`src/rtl/mem_arbiter.sv`:
```
// Arbiter sharing one single-ported RAM between instruction fetch and data access.
// Optional per-access wait timeout: define ARB_TIMEOUT_EN.
`timescale 1ns/1ps

module mem_arbiter #(
    parameter int WORD_W     = 32,
    parameter int ADDR_W     = 32,
    parameter int MAX_DBURST = 4,
    parameter int TIMEOUT    = 255
) (
    input  logic              CLK,
    input  logic              RST,
    input  logic              iREN,
    input  logic [ADDR_W-1:0] iaddr,
    output logic              ihit,
    output logic [WORD_W-1:0] iload,
    input  logic              dREN,
    input  logic              dWEN,
    input  logic [ADDR_W-1:0] daddr,
    input  logic [WORD_W-1:0] dstore,
    output logic              dhit,
    output logic [WORD_W-1:0] dload,
    output logic              ramREN,
    output logic              ramWEN,
    output logic [ADDR_W-1:0] ramaddr,
    output logic [WORD_W-1:0] ramstore,
    input  logic [WORD_W-1:0] ramload,
    input  logic              ram_ready,
    output logic              arb_err
);

    localparam logic [1:0] IDLE = 2'd0;
    localparam logic [1:0] IACC = 2'd1;
    localparam logic [1:0] DACC = 2'd2;
    localparam logic [1:0] RESP = 2'd3;

    localparam logic [3:0] DBURST_MAX = 4'(MAX_DBURST);

    if (MAX_DBURST < 1 || MAX_DBURST > 15) begin : g_bad_max_dburst
        $error("mem_arbiter: MAX_DBURST must be within 1..15");
    end
    if (TIMEOUT < 1 || TIMEOUT > 255) begin : g_bad_timeout
        $error("mem_arbiter: TIMEOUT must be within 1..255");
    end

    logic [1:0]        state_r,      state_s;
    logic [3:0]        dburst_cnt_r, dburst_cnt_s;
    logic              wr_r,         wr_s;
    logic              ihit_r,       ihit_s;
    logic              dhit_r,       dhit_s;
    logic [WORD_W-1:0] iload_r,      iload_s;
    logic [WORD_W-1:0] dload_r,      dload_s;
    logic              ramren_r,     ramren_s;
    logic              ramwen_r,     ramwen_s;
    logic [ADDR_W-1:0] ramaddr_r,    ramaddr_s;
    logic [WORD_W-1:0] ramstore_r,   ramstore_s;
    logic              arb_err_r,    arb_err_s;
    logic              d_req_s;
    logic              i_starved_s;

`ifdef ARB_TIMEOUT_EN
    localparam logic [7:0] WAIT_LAST = 8'(TIMEOUT - 1);
    logic [7:0]        wait_cnt_r,   wait_cnt_s;
`endif

    // Next-state, strobe, hit and capture logic for the access FSM
    always_comb begin
        state_s      = state_r;
        dburst_cnt_s = dburst_cnt_r;
        wr_s         = wr_r;
        ihit_s       = 1'b0;
        dhit_s       = 1'b0;
        iload_s      = iload_r;
        dload_s      = dload_r;
        ramren_s     = 1'b0;
        ramwen_s     = 1'b0;
        ramaddr_s    = ramaddr_r;
        ramstore_s   = ramstore_r;
        arb_err_s    = 1'b0;
`ifdef ARB_TIMEOUT_EN
        wait_cnt_s   = wait_cnt_r;
`endif
        d_req_s      = dREN | dWEN;
        // Fetch is forced through once data has used its whole burst budget
        i_starved_s  = iREN && (dburst_cnt_r == DBURST_MAX);

        case (state_r)
            IDLE: begin
                if (d_req_s && !i_starved_s) begin
                    state_s    = DACC;
                    ramaddr_s  = daddr;
                    ramstore_s = dstore;
                    wr_s       = dWEN;
                    ramren_s   = ~dWEN;
                    ramwen_s   = dWEN;
                    if (dburst_cnt_r == DBURST_MAX) begin
                        dburst_cnt_s = dburst_cnt_r;
                    end else begin
                        dburst_cnt_s = dburst_cnt_r + 4'd1;
                    end
`ifdef ARB_TIMEOUT_EN
                    wait_cnt_s = 8'd0;
`endif
                end else if (iREN) begin
                    state_s      = IACC;
                    ramaddr_s    = iaddr;
                    wr_s         = 1'b0;
                    ramren_s     = 1'b1;
                    dburst_cnt_s = 4'd0;
`ifdef ARB_TIMEOUT_EN
                    wait_cnt_s = 8'd0;
`endif
                end else begin
                    dburst_cnt_s = 4'd0;
                end
            end
            IACC, DACC: begin
                if (ram_ready) begin
                    state_s = RESP;
                    ihit_s  = (state_r == IACC);
                    dhit_s  = (state_r == DACC);
                    if (state_r == IACC) begin
                        iload_s = ramload;
                    end else if (!wr_r) begin
                        dload_s = ramload;
                    end else begin
                        dload_s = dload_r;
                    end
                end else begin
`ifdef ARB_TIMEOUT_EN
                    if (wait_cnt_r == WAIT_LAST) begin
                        state_s   = IDLE;
                        arb_err_s = 1'b1;
                    end else begin
                        ramren_s   = ~wr_r;
                        ramwen_s   = wr_r;
                        wait_cnt_s = wait_cnt_r + 8'd1;
                    end
`else
                    ramren_s = ~wr_r;
                    ramwen_s = wr_r;
`endif
                end
            end
            RESP: begin
                state_s = IDLE;
            end
            default: begin
                state_s = IDLE;
            end
        endcase
    end

    // State and registered-output update with synchronous reset
    always_ff @(posedge CLK) begin
        if (RST) begin
            state_r      <= IDLE;
            dburst_cnt_r <= 4'd0;
            wr_r         <= 1'b0;
            ihit_r       <= 1'b0;
            dhit_r       <= 1'b0;
            iload_r      <= '0;
            dload_r      <= '0;
            ramren_r     <= 1'b0;
            ramwen_r     <= 1'b0;
            ramaddr_r    <= '0;
            ramstore_r   <= '0;
            arb_err_r    <= 1'b0;
`ifdef ARB_TIMEOUT_EN
            wait_cnt_r   <= 8'd0;
`endif
        end else begin
            state_r      <= state_s;
            dburst_cnt_r <= dburst_cnt_s;
            wr_r         <= wr_s;
            ihit_r       <= ihit_s;
            dhit_r       <= dhit_s;
            iload_r      <= iload_s;
            dload_r      <= dload_s;
            ramren_r     <= ramren_s;
            ramwen_r     <= ramwen_s;
            ramaddr_r    <= ramaddr_s;
            ramstore_r   <= ramstore_s;
            arb_err_r    <= arb_err_s;
`ifdef ARB_TIMEOUT_EN
            wait_cnt_r   <= wait_cnt_s;
`endif
        end
    end

    assign ihit     = ihit_r;
    assign dhit     = dhit_r;
    assign iload    = iload_r;
    assign dload    = dload_r;
    assign ramREN   = ramren_r;
    assign ramWEN   = ramwen_r;
    assign ramaddr  = ramaddr_r;
    assign ramstore = ramstore_r;
    assign arb_err  = arb_err_r;

endmodule

```
`config.mk`:
```
export PLATFORM = sky130hd
export DESIGN_NAME = mem_arbiter
export DESIGN_NICKNAME = d
export VERILOG_FILES = /design/src/rtl/mem_arbiter.sv
export SDC_FILE = /design/constraint.sdc
export NUM_CORES = 1
export LEC_CHECK = 0
export ABC_CLOCK_PERIOD_IN_PS = 3450
export CAP_MARGIN = 10
export CORE_ASPECT_RATIO = 1.75
export CORE_MARGIN = 4
export CORE_UTILIZATION = 44
export DETAILED_ROUTE_END_ITERATION = 10
export GPL_TIMING_DRIVEN = 1
export PLACE_DENSITY = 0.95
export RECOVER_POWER = 25
export SETUP_SLACK_MARGIN = 0.1
export SYNTH_ARGS = -nofsm -noshare
export SYNTH_HDL_FRONTEND = slang
export SYNTH_SLANG_ARGS = --single-unit
```
`constraint.sdc`:
```
create_clock -name CLK -period 3.45 [get_ports CLK]
set_input_delay 0.5175 -clock CLK [delete_from_list [all_inputs] [get_ports CLK]]
set_output_delay 0.5175 -clock CLK [all_outputs]
set_load 0.005 [all_outputs]
```
==> results of run 1 <==
registers in the layout (all words and copies together), names as in the netlist:
name and cells:
ramstore 32, ramWEN 1, dload 32, dburst_cnt_r 4, ihit 1, dhit 1
wr_r 1, iload 32, ramaddr 32, state_r 2, ramREN 1
layout make-up:
type | instances | area (µm²)
sequential | 139 | 2780
multi-input combinational | 471 | 2450
clock inverter | 15 | 178
clock buffer | 17 | 425
timing repair buffer | 279 | 2760
fill | 938 | 3610
inverter | 4 | 15.0
tap | 168 | 210
per-layer routing:
layer | GRT usage [%] | vias to the layer above | wire [µm]
li1 | - | 2846 | -
met1 | 25.4 | 2743 | 6450
met2 | 43.8 | 262 | 9690
met3 | 6.49 | 68 | 1240
met4 | 13.6 | 0 | 945
met5 | 0 | - | 0
cell usage after synthesis:
cell,number
sky130_fd_sc_hd__inv_1,4
sky130_fd_sc_hd__a311o_1,1
sky130_fd_sc_hd__nand3_1,67
sky130_fd_sc_hd__nand3b_1,1
sky130_fd_sc_hd__a311oi_1,32
sky130_fd_sc_hd__conb_1,1
sky130_fd_sc_hd__buf_4,3
sky130_fd_sc_hd__nor2_4,1
sky130_fd_sc_hd__buf_2,19
sky130_fd_sc_hd__buf_6,5
sky130_fd_sc_hd__or2_1,1
sky130_fd_sc_hd__o21ai_1,4
sky130_fd_sc_hd__nand2_1,133
sky130_fd_sc_hd__nor2_1,33
sky130_fd_sc_hd__o41ai_2,1
sky130_fd_sc_hd__a221oi_1,1
sky130_fd_sc_hd__nor4b_2,1
sky130_fd_sc_hd__a21oi_1,100
sky130_fd_sc_hd__a31oi_1,1
sky130_fd_sc_hd__and2_1,1
sky130_fd_sc_hd__o31ai_1,2
sky130_fd_sc_hd__o21ai_2,1
sky130_fd_sc_hd__nor2b_1,3
sky130_fd_sc_hd__clkbuf_1,31
sky130_fd_sc_hd__dfxtp_1,139
sky130_fd_sc_hd__nor3b_1,3
sky130_fd_sc_hd__buf_1,6
sky130_fd_sc_hd__ha_1,6
sky130_fd_sc_hd__o21ai_0,62
sky130_fd_sc_hd__clkbuf_2,5
sky130_fd_sc_hd__o21a_1,2
sky130_fd_sc_hd__o22ai_1,1
sky130_fd_sc_hd__and4b_1,1
sky130_fd_sc_hd__or4b_1,1
sky130_fd_sc_hd__o31a_1,2
sky130_fd_sc_hd__nand4bb_1,1
sky130_fd_sc_hd__a211oi_2,1
sky130_fd_sc_hd__nand2b_1,1
sky130_fd_sc_hd__a21boi_0,1
sky130_fd_sc_hd__a211oi_1,1
sky130_fd_sc_hd__nand4b_1,2
sky130_fd_sc_hd__nor4bb_1,1
worst reg2reg max path, stage by stage (launching register included):
cell                       delay [ns]
sky130_fd_sc_hd__dfxtp_1         0.33
sky130_fd_sc_hd__inv_1           0.10
sky130_fd_sc_hd__ha_1            0.28
sky130_fd_sc_hd__and2_0          0.16
sky130_fd_sc_hd__clkbuf_1        1.08
sky130_fd_sc_hd__nand2_1         0.18
sky130_fd_sc_hd__a21oi_1         0.19
cell usage in the layout, fill, tap and decap left out, types with 13 or more instances in the layout:
master                            synthesis  layout
sky130_fd_sc_hd__a21oi_1                100     100
sky130_fd_sc_hd__a311oi_1                32      32
sky130_fd_sc_hd__buf_4                    3      13
sky130_fd_sc_hd__clkbuf_16                0      17
sky130_fd_sc_hd__clkdlybuf4s50_1          0     233
sky130_fd_sc_hd__dfxtp_1                139     139
sky130_fd_sc_hd__dlygate4sd3_1            0      31
sky130_fd_sc_hd__nand2_1                133     133
sky130_fd_sc_hd__nand3_1                 67      67
sky130_fd_sc_hd__nor2_1                  33      33
sky130_fd_sc_hd__o21ai_0                 62      62
metrics by stage:
stage               power (µW)  utilization, %  cells
floorplan                 3210               -    683
global placement          4200            66.2   1061
detailed placement        4270            66.2   1061
CTS                       6100            71.0   1093
global route              6380            71.0   1093
finish                    6040            71.0   1093
worst max-delay path by stage:
stage / depth (start not counted) / slack [ns] / to
2_1_floorplan: 6 / 1.89 / dburst_cnt_r[2]$_SDFFE_PP0P_
4_1_cts: 4 / 1.24 / ramaddr[29]$_SDFFE_PP0P_
6_report: 5 / 1.04 / iload[13]$_SDFFE_PP0P_
5_1_grt: 6 / 0.90 / iload[3]$_SDFFE_PP0P_
3_3_place_gp: 5 / 0.91 / ramstore[21]$_SDFFE_PP0P_
3_5_place_dp: 4 / 0.81 / ramaddr[29]$_SDFFE_PP0P_
logic make-up (layout without fill, tap and decap cells):
logic type | after synthesis | in the layout
fa+ha+maj | 6 | 6
buf+inv | 73 | 315
simple gates | 251 | 251
compound gates | 213 | 213
other cells | 1 | 1
flops | 139 | 139
report_power, final:
group          switching (µW)  internal (µW)  total (µW)
sequential                179           1960        2140
clock                     788           1030        1820
combinational            1030           1050        2080
==> results.sh, run 1 <==
export IMPL_achievable_frequency_ghz=0.415
export IMPL_groute_usage_overall_pct=24.4
export IMPL_critical_path_reg2reg_startpoint="state_r[1]$_SDFFE_PP0P_"
export IMPL_worst_hold_path_depth=2
export IMPL_synth_top_cell_area_share_pct=50.0
export IMPL_yosys_mux_area_fraction_pct=0
export IMPL_timing_final_crit_share_pct=69.8
export IMPL_synth_top_family_by_area="compound AO/OA/AOI/OAI gates"
export IMPL_path_max_fanout=32
export IMPL_cp_start_kind="primary input"
export IMPL_hold_start="dload[3]$_SDFFE_PP0P_"
export IMPL_syn_to_final_growth_pct=58.5
export IMPL_setup_tns_final_ns=0
export IMPL_grt_max_degree=65
export IMPL_synthDistinctLibCells=42
export IMPL_post_place_worst_slack_ns=0.812
export IMPL_cts_sink_count=139
export IMPL_initial_antenna_violation_count=0
export IMPL_grt_pass1_wl_mm=28.4
export IMPL_chipHeight_um=157
export IMPL_start_to_end_type_of_the_worst_setup_path="primary input to flop"
export IMPL_finalHoldWorstSlack_ns=0.451
export IMPL_timing_hold_worst_class="flop to flop"
export IMPL_die_width_um=93.0
export IMPL_drcViolationCount=0
export IMPL_initial_drt_markers=249
export IMPL_via_per_inst=5.42
export IMPL_count_of_boundary_i_o_pins=267
export IMPL_netlist_area_mm2=0.00557
export IMPL_ys_seq_elements=139
export IMPL_setup_viol=0
export IMPL_timing_max_slew_rel_slack_pct=0.406
export IMPL_yosys_area_share_simple_pct=20.0
export IMPL_yosys_warnings=0
export IMPL_cts_setup_buffers=0
export IMPL_cts_hold_fix_buffers=0
export IMPL_total_leakage_power_uw=0.00322
export IMPL_worst_setup_hold_path_clk_slew_ns=0.06
export IMPL_crit_path_top_delay_cell="sky130_fd_sc_hd__clkbuf_1"
export IMPL_post_synth_cell_area_avg_um2=8.15
export IMPL_placeableCoreArea_mm2=0.0124
export IMPL_starting_density_of_the_core_pct=44.8
export IMPL_r2r_cells=6
export IMPL_synth_xor_xnor_area_share_pct=0
export IMPL_total_number_of_placement_rows=54
export IMPL_wl_mm=18.3
export IMPL_place_detailed_hpwl_mm=13.0
export IMPL_vias_in_the_first_global_route=5761
export IMPL_detailedRoute_firstPassIterationCount=5
export IMPL_clk_insertion_delay_late_ns=0.41
export IMPL_worstSetupStartpoint="ram_ready"
export IMPL_cp_slowest_stage_delay_ns=1.08
export IMPL_via_count=5919
export IMPL_ir_worst_vdd_uv=450
export IMPL_syn_nets=823
export IMPL_synthCells=683
export IMPL_numPortBuffers=265
export IMPL_r2r_end="iload[13]$_SDFFE_PP0P_"
export IMPL_critPathArrivalTime_ns=2.73
export IMPL_post_synth_top_area_cell="sky130_fd_sc_hd__dfxtp_1"
export IMPL_r2r_slack_ns=1.05
export IMPL_unrepaired_setup_endpoints_after_global_routing="no"
export IMPL_path_delay_family="buffers and inverters"
export IMPL_clockRootBuffer="sky130_fd_sc_hd__clkbuf_16"
export IMPL_post_dp_cell_area_mm2=0.00823
export IMPL_tritoncts="built"
export IMPL_design_die_area_mm2=0.0146
export IMPL_worst_slew_pin_transition_ns=1.49
export IMPL_timing_critical_path_buf_inv=2
export IMPL_max_clock_path_buffers=2
export IMPL_final_design_area_no_fill_mm2=0.00882
export IMPL_crit_path_end_kind="flop"
export IMPL_worstPathRequired_ns=3.77
export IMPL_diodes=0
export IMPL_outcome="finished, final reports clean"
export IMPL_synth_yosys_seq_area_share_pct=50.0
export IMPL_layout_min_cycle_time_ns=2.41
export IMPL_number_of_gates_resized_after_cts=0
export IMPL_routedWlPerCell_um=16.8
export IMPL_final_hold_viol_count=0
export IMPL_leading_post_synthesis_cells_by_cell_area="sky130_fd_sc_hd__dfxtp_1, sky130_fd_sc_hd__a21oi_1, sky130_fd_sc_hd__nand2_1"
export IMPL_cap_viol_max_count=0
export IMPL_cts_buffers_inserted=17
export IMPL_finalWorstSetupSlack_ns=1.04
export IMPL_power_density_cell_area_mw_per_mm2=684
export IMPL_crit_chain="clkdlybuf4s50_1, and2_0, clkbuf_1, nand2_1, a21oi_1"
export IMPL_synth_adder_area_share_pct=1.35
export IMPL_antenna_violating_nets_remaining=0
export IMPL_drive_above_1_share_pct=5.84
export IMPL_synth_compound_area_share_pct=22.3
export IMPL_finClkSkew_ns=0.0125
export IMPL_clock_tree_htree_level_count=4
export IMPL_worst_hold_path_endpoint="dload[3]$_SDFFE_PP0P_"
export IMPL_report_final_slew_viol_count=0
export IMPL_grt_overflow=0
export IMPL_weighted_congestion_reported_at_the_end_of_routability_driven_placement=0.852
export IMPL_net_total_in_the_final_layout=1052
No activity file was read; power rests on OpenSTA's default activity.
==> run 2, diff against run 1 <==
ABC_CLOCK_PERIOD_IN_PS = 1900   (was 3450)
CORE_UTILIZATION = 37   (was 44)
PLACE_DENSITY = 0.88   (was 0.95)
clock period = 1.9 ns   (was 3.45 ns; I/O delays follow)
==> run 2 against run 1 <==
Net effect: non-clock buffer count up 13; clock power up 85%; sequential share of layout area down 0.96 points; die area up 18%; final cell count up 2.5%; sequential power up 81%; via count down 0.10%; combinational power up 91%; total power up 86%; wire length down 1.2%; global-route usage down 4.0 points; worst setup slack worse by 0.80 ns.
==> results.sh, run 2 (synthesized netlist as in run 1, its figures left out) <==
export IMPL_diodes=0
export IMPL_final_core_utilization_pct=61.4
export IMPL_antenna_violating_nets_remaining=0
export IMPL_finalHoldWorstSlack_ns=0.388
export IMPL_via_per_inst=5.28
export IMPL_numPortBuffers=265
export IMPL_report_final_slew_viol_count=0
export IMPL_unrepaired_setup_endpoints_after_global_routing="no"
export IMPL_setup_tns_final_ns=0
export IMPL_cts_hold_fix_buffers=0
export IMPL_setup_viol=0
export IMPL_grt_pass1_wl_mm=28.3
export IMPL_clockRootBuffer="sky130_fd_sc_hd__clkbuf_16"
export IMPL_number_of_filler_cells_placed_in_the_layout=1236
export IMPL_groute_usage_overall_pct=20.4
export IMPL_total_number_of_placement_rows=59
export IMPL_post_place_worst_slack_ns=0.00866
export IMPL_path_max_fanout=23
export IMPL_clk_insertion_delay_late_ns=0.41
export IMPL_worstSetupStartpoint="dburst_cnt_r[1]$_SDFFE_PP0P_"
export IMPL_routedWlPerCell_um=16.2
export IMPL_weighted_congestion_reported_at_the_end_of_routability_driven_placement=0.862
export IMPL_critical_path_reg2reg_startpoint="dburst_cnt_r[1]$_SDFFE_PP0P_"
export IMPL_max_clock_path_buffers=2
export IMPL_total_power_draw_uw=11200
export IMPL_initial_antenna_violation_count=0
export IMPL_worstPathRequired_ns=2.17
export IMPL_achievable_frequency_ghz=0.603
export IMPL_timing_critical_path_buf_inv=2
export IMPL_final_cell_mix="sky130_fd_sc_hd__clkdlybuf4s50_1, sky130_fd_sc_hd__dfxtp_1, sky130_fd_sc_hd__nand2_1"
export IMPL_timing_max_slew_rel_slack_pct=63.9
export IMPL_chipHeight_um=170
export IMPL_cp_start_kind="flop"
export IMPL_r2r_end="state_r[1]$_SDFFE_PP0P_"
export IMPL_layout_min_cycle_time_ns=1.66
export IMPL_r2r_cells=6
export IMPL_crit_path_top_delay_cell="sky130_fd_sc_hd__dfxtp_1"
export IMPL_design_die_area_mm2=0.0172
export IMPL_worst_slew_pin_transition_ns=0.542
export IMPL_path_delay_family="simple AND/OR/NAND/NOR gates"
export IMPL_drive_above_1_share_pct=7.26
export IMPL_grt_max_degree=46
export IMPL_outcome="finished, final reports clean"
export IMPL_crit_path_end_kind="flop"
export IMPL_worstSetupEndpoint="state_r[1]$_SDFFE_PP0P_"
export IMPL_vias_in_the_first_global_route=5707
export IMPL_count_of_boundary_i_o_pins=267
export IMPL_mostFrequentLayoutCell="sky130_fd_sc_hd__clkdlybuf4s50_1"
export IMPL_cts_buffers_inserted=17
export IMPL_finClkSkew_ns=0.0116
export IMPL_worst_setup_hold_path_clk_slew_ns=0.06
export IMPL_cp_slowest_stage_delay_ns=0.33
export IMPL_grt_overflow=0
export IMPL_critPathArrivalTime_ns=1.93
export IMPL_die_width_um=101
export IMPL_detailedRoute_firstPassIterationCount=4
export IMPL_timing_final_crit_share_pct=87.3
export IMPL_hold_start="RST"
export IMPL_starting_density_of_the_core_pct=37.5
export IMPL_cts_sink_count=139
export IMPL_crit_chain="inv_1, ha_1, nand4b_1, buf_12, a221oi_1, nor3b_1"
export IMPL_placeableCoreArea_mm2=0.0148
export IMPL_drcViolationCount=0
export IMPL_via_count=5913
export IMPL_finalWorstSetupSlack_ns=0.241
export IMPL_power_density_cell_area_mw_per_mm2=1230
export IMPL_r2r_slack_ns=0.24
export IMPL_net_total_in_the_final_layout=1065
export IMPL_cp_num_cells=6
export IMPL_place_detailed_hpwl_mm=13.2
export IMPL_total_leakage_power_uw=0.00340
export IMPL_timing_hold_worst_class="primary input to flop"
export IMPL_initial_drt_markers=231
export IMPL_wl_mm=18.1
export IMPL_final_hold_viol_count=0
export IMPL_cap_viol_max_count=0
export IMPL_start_to_end_type_of_the_worst_setup_path="flop to flop"
export IMPL_ir_worst_vdd_uv=810
export IMPL_clock_tree_htree_level_count=4
export IMPL_tritoncts="built"
export IMPL_syn_to_final_growth_pct=63.5
[run 2: cell count changes in the layout (fill, tap and decap cells not counted), sizes merged]
cell	previous run	this run
clkinv	5	4
inv	11	8
dlygate4sd3	31	51
buf	14	28
bufinv	1	3
clkdlybuf4s50	233	213
[run 2: worst min-delay path by stage]
stage                                     end  cells after the start
floorplan               dload[0]$_SDFFE_PP0P_                      2
global placement       dload[28]$_SDFFE_PP0P_                      2
detailed placement      iload[0]$_SDFFE_PP0P_                      2
CTS                 ramstore[31]$_SDFFE_PP0P_                      2
global route                wr_r$_SDFFE_PP0P_                      2
finish               ramstore[0]$_SDFFE_PP0P_                      2
[run 2: worst register-to-register path, stage by stage (launching register included)]
cell	delay (ns)
sky130_fd_sc_hd__dfxtp_1	0.33
sky130_fd_sc_hd__inv_1	0.08
sky130_fd_sc_hd__ha_1	0.19
sky130_fd_sc_hd__nand4b_1	0.30
sky130_fd_sc_hd__buf_12	0.28
sky130_fd_sc_hd__a221oi_1	0.27
sky130_fd_sc_hd__nor3b_1	0.08
[run 2: what timing repair did]
action | 4_1_cts | 5_1_grt
pin swaps | 0 | 0
endpoints found under the setup margin | 16 | 32
setup buffers | 0 | 0
resized for setup | 1 | 3
[run 2: metal layers]
layer	part of all wire (%)	global-route usage (%)	vias up
li1	-	-	2865
met1	37	22.0	2757
met2	53	36.2	235
met3	5.6	4.55	56
met4	4.6	11.4	0
met5	0	0	-
[run 2: where the power goes]
part | internal, µW | switching [µW]
combinational | 2070 | 1910
clock | 2070 | 1290
sequential | 3560 | 315
total | 7700 | 3510
[run 2: layout make-up]
class | count | area [µm²] | share of cell area, %
clock buffer | 18 | 429 | 4.71
inverter | 4 | 15.0 | 0.165
tap | 183 | 229 | 2.51
multi-input combinational | 471 | 2460 | 27.1
sequential | 139 | 2780 | 30.6
clock inverter | 13 | 168 | 1.84
timing repair buffer | 292 | 3020 | 33.1
[run 2: stage by stage]
step	instances	cell area, µm²
6_report	1120	9100
5_1_grt	1120	9100
4_1_cts	1120	9090
3_5_place_dp	1089	8490
3_3_place_gp	1089	8490
2_1_floorplan	683	5570
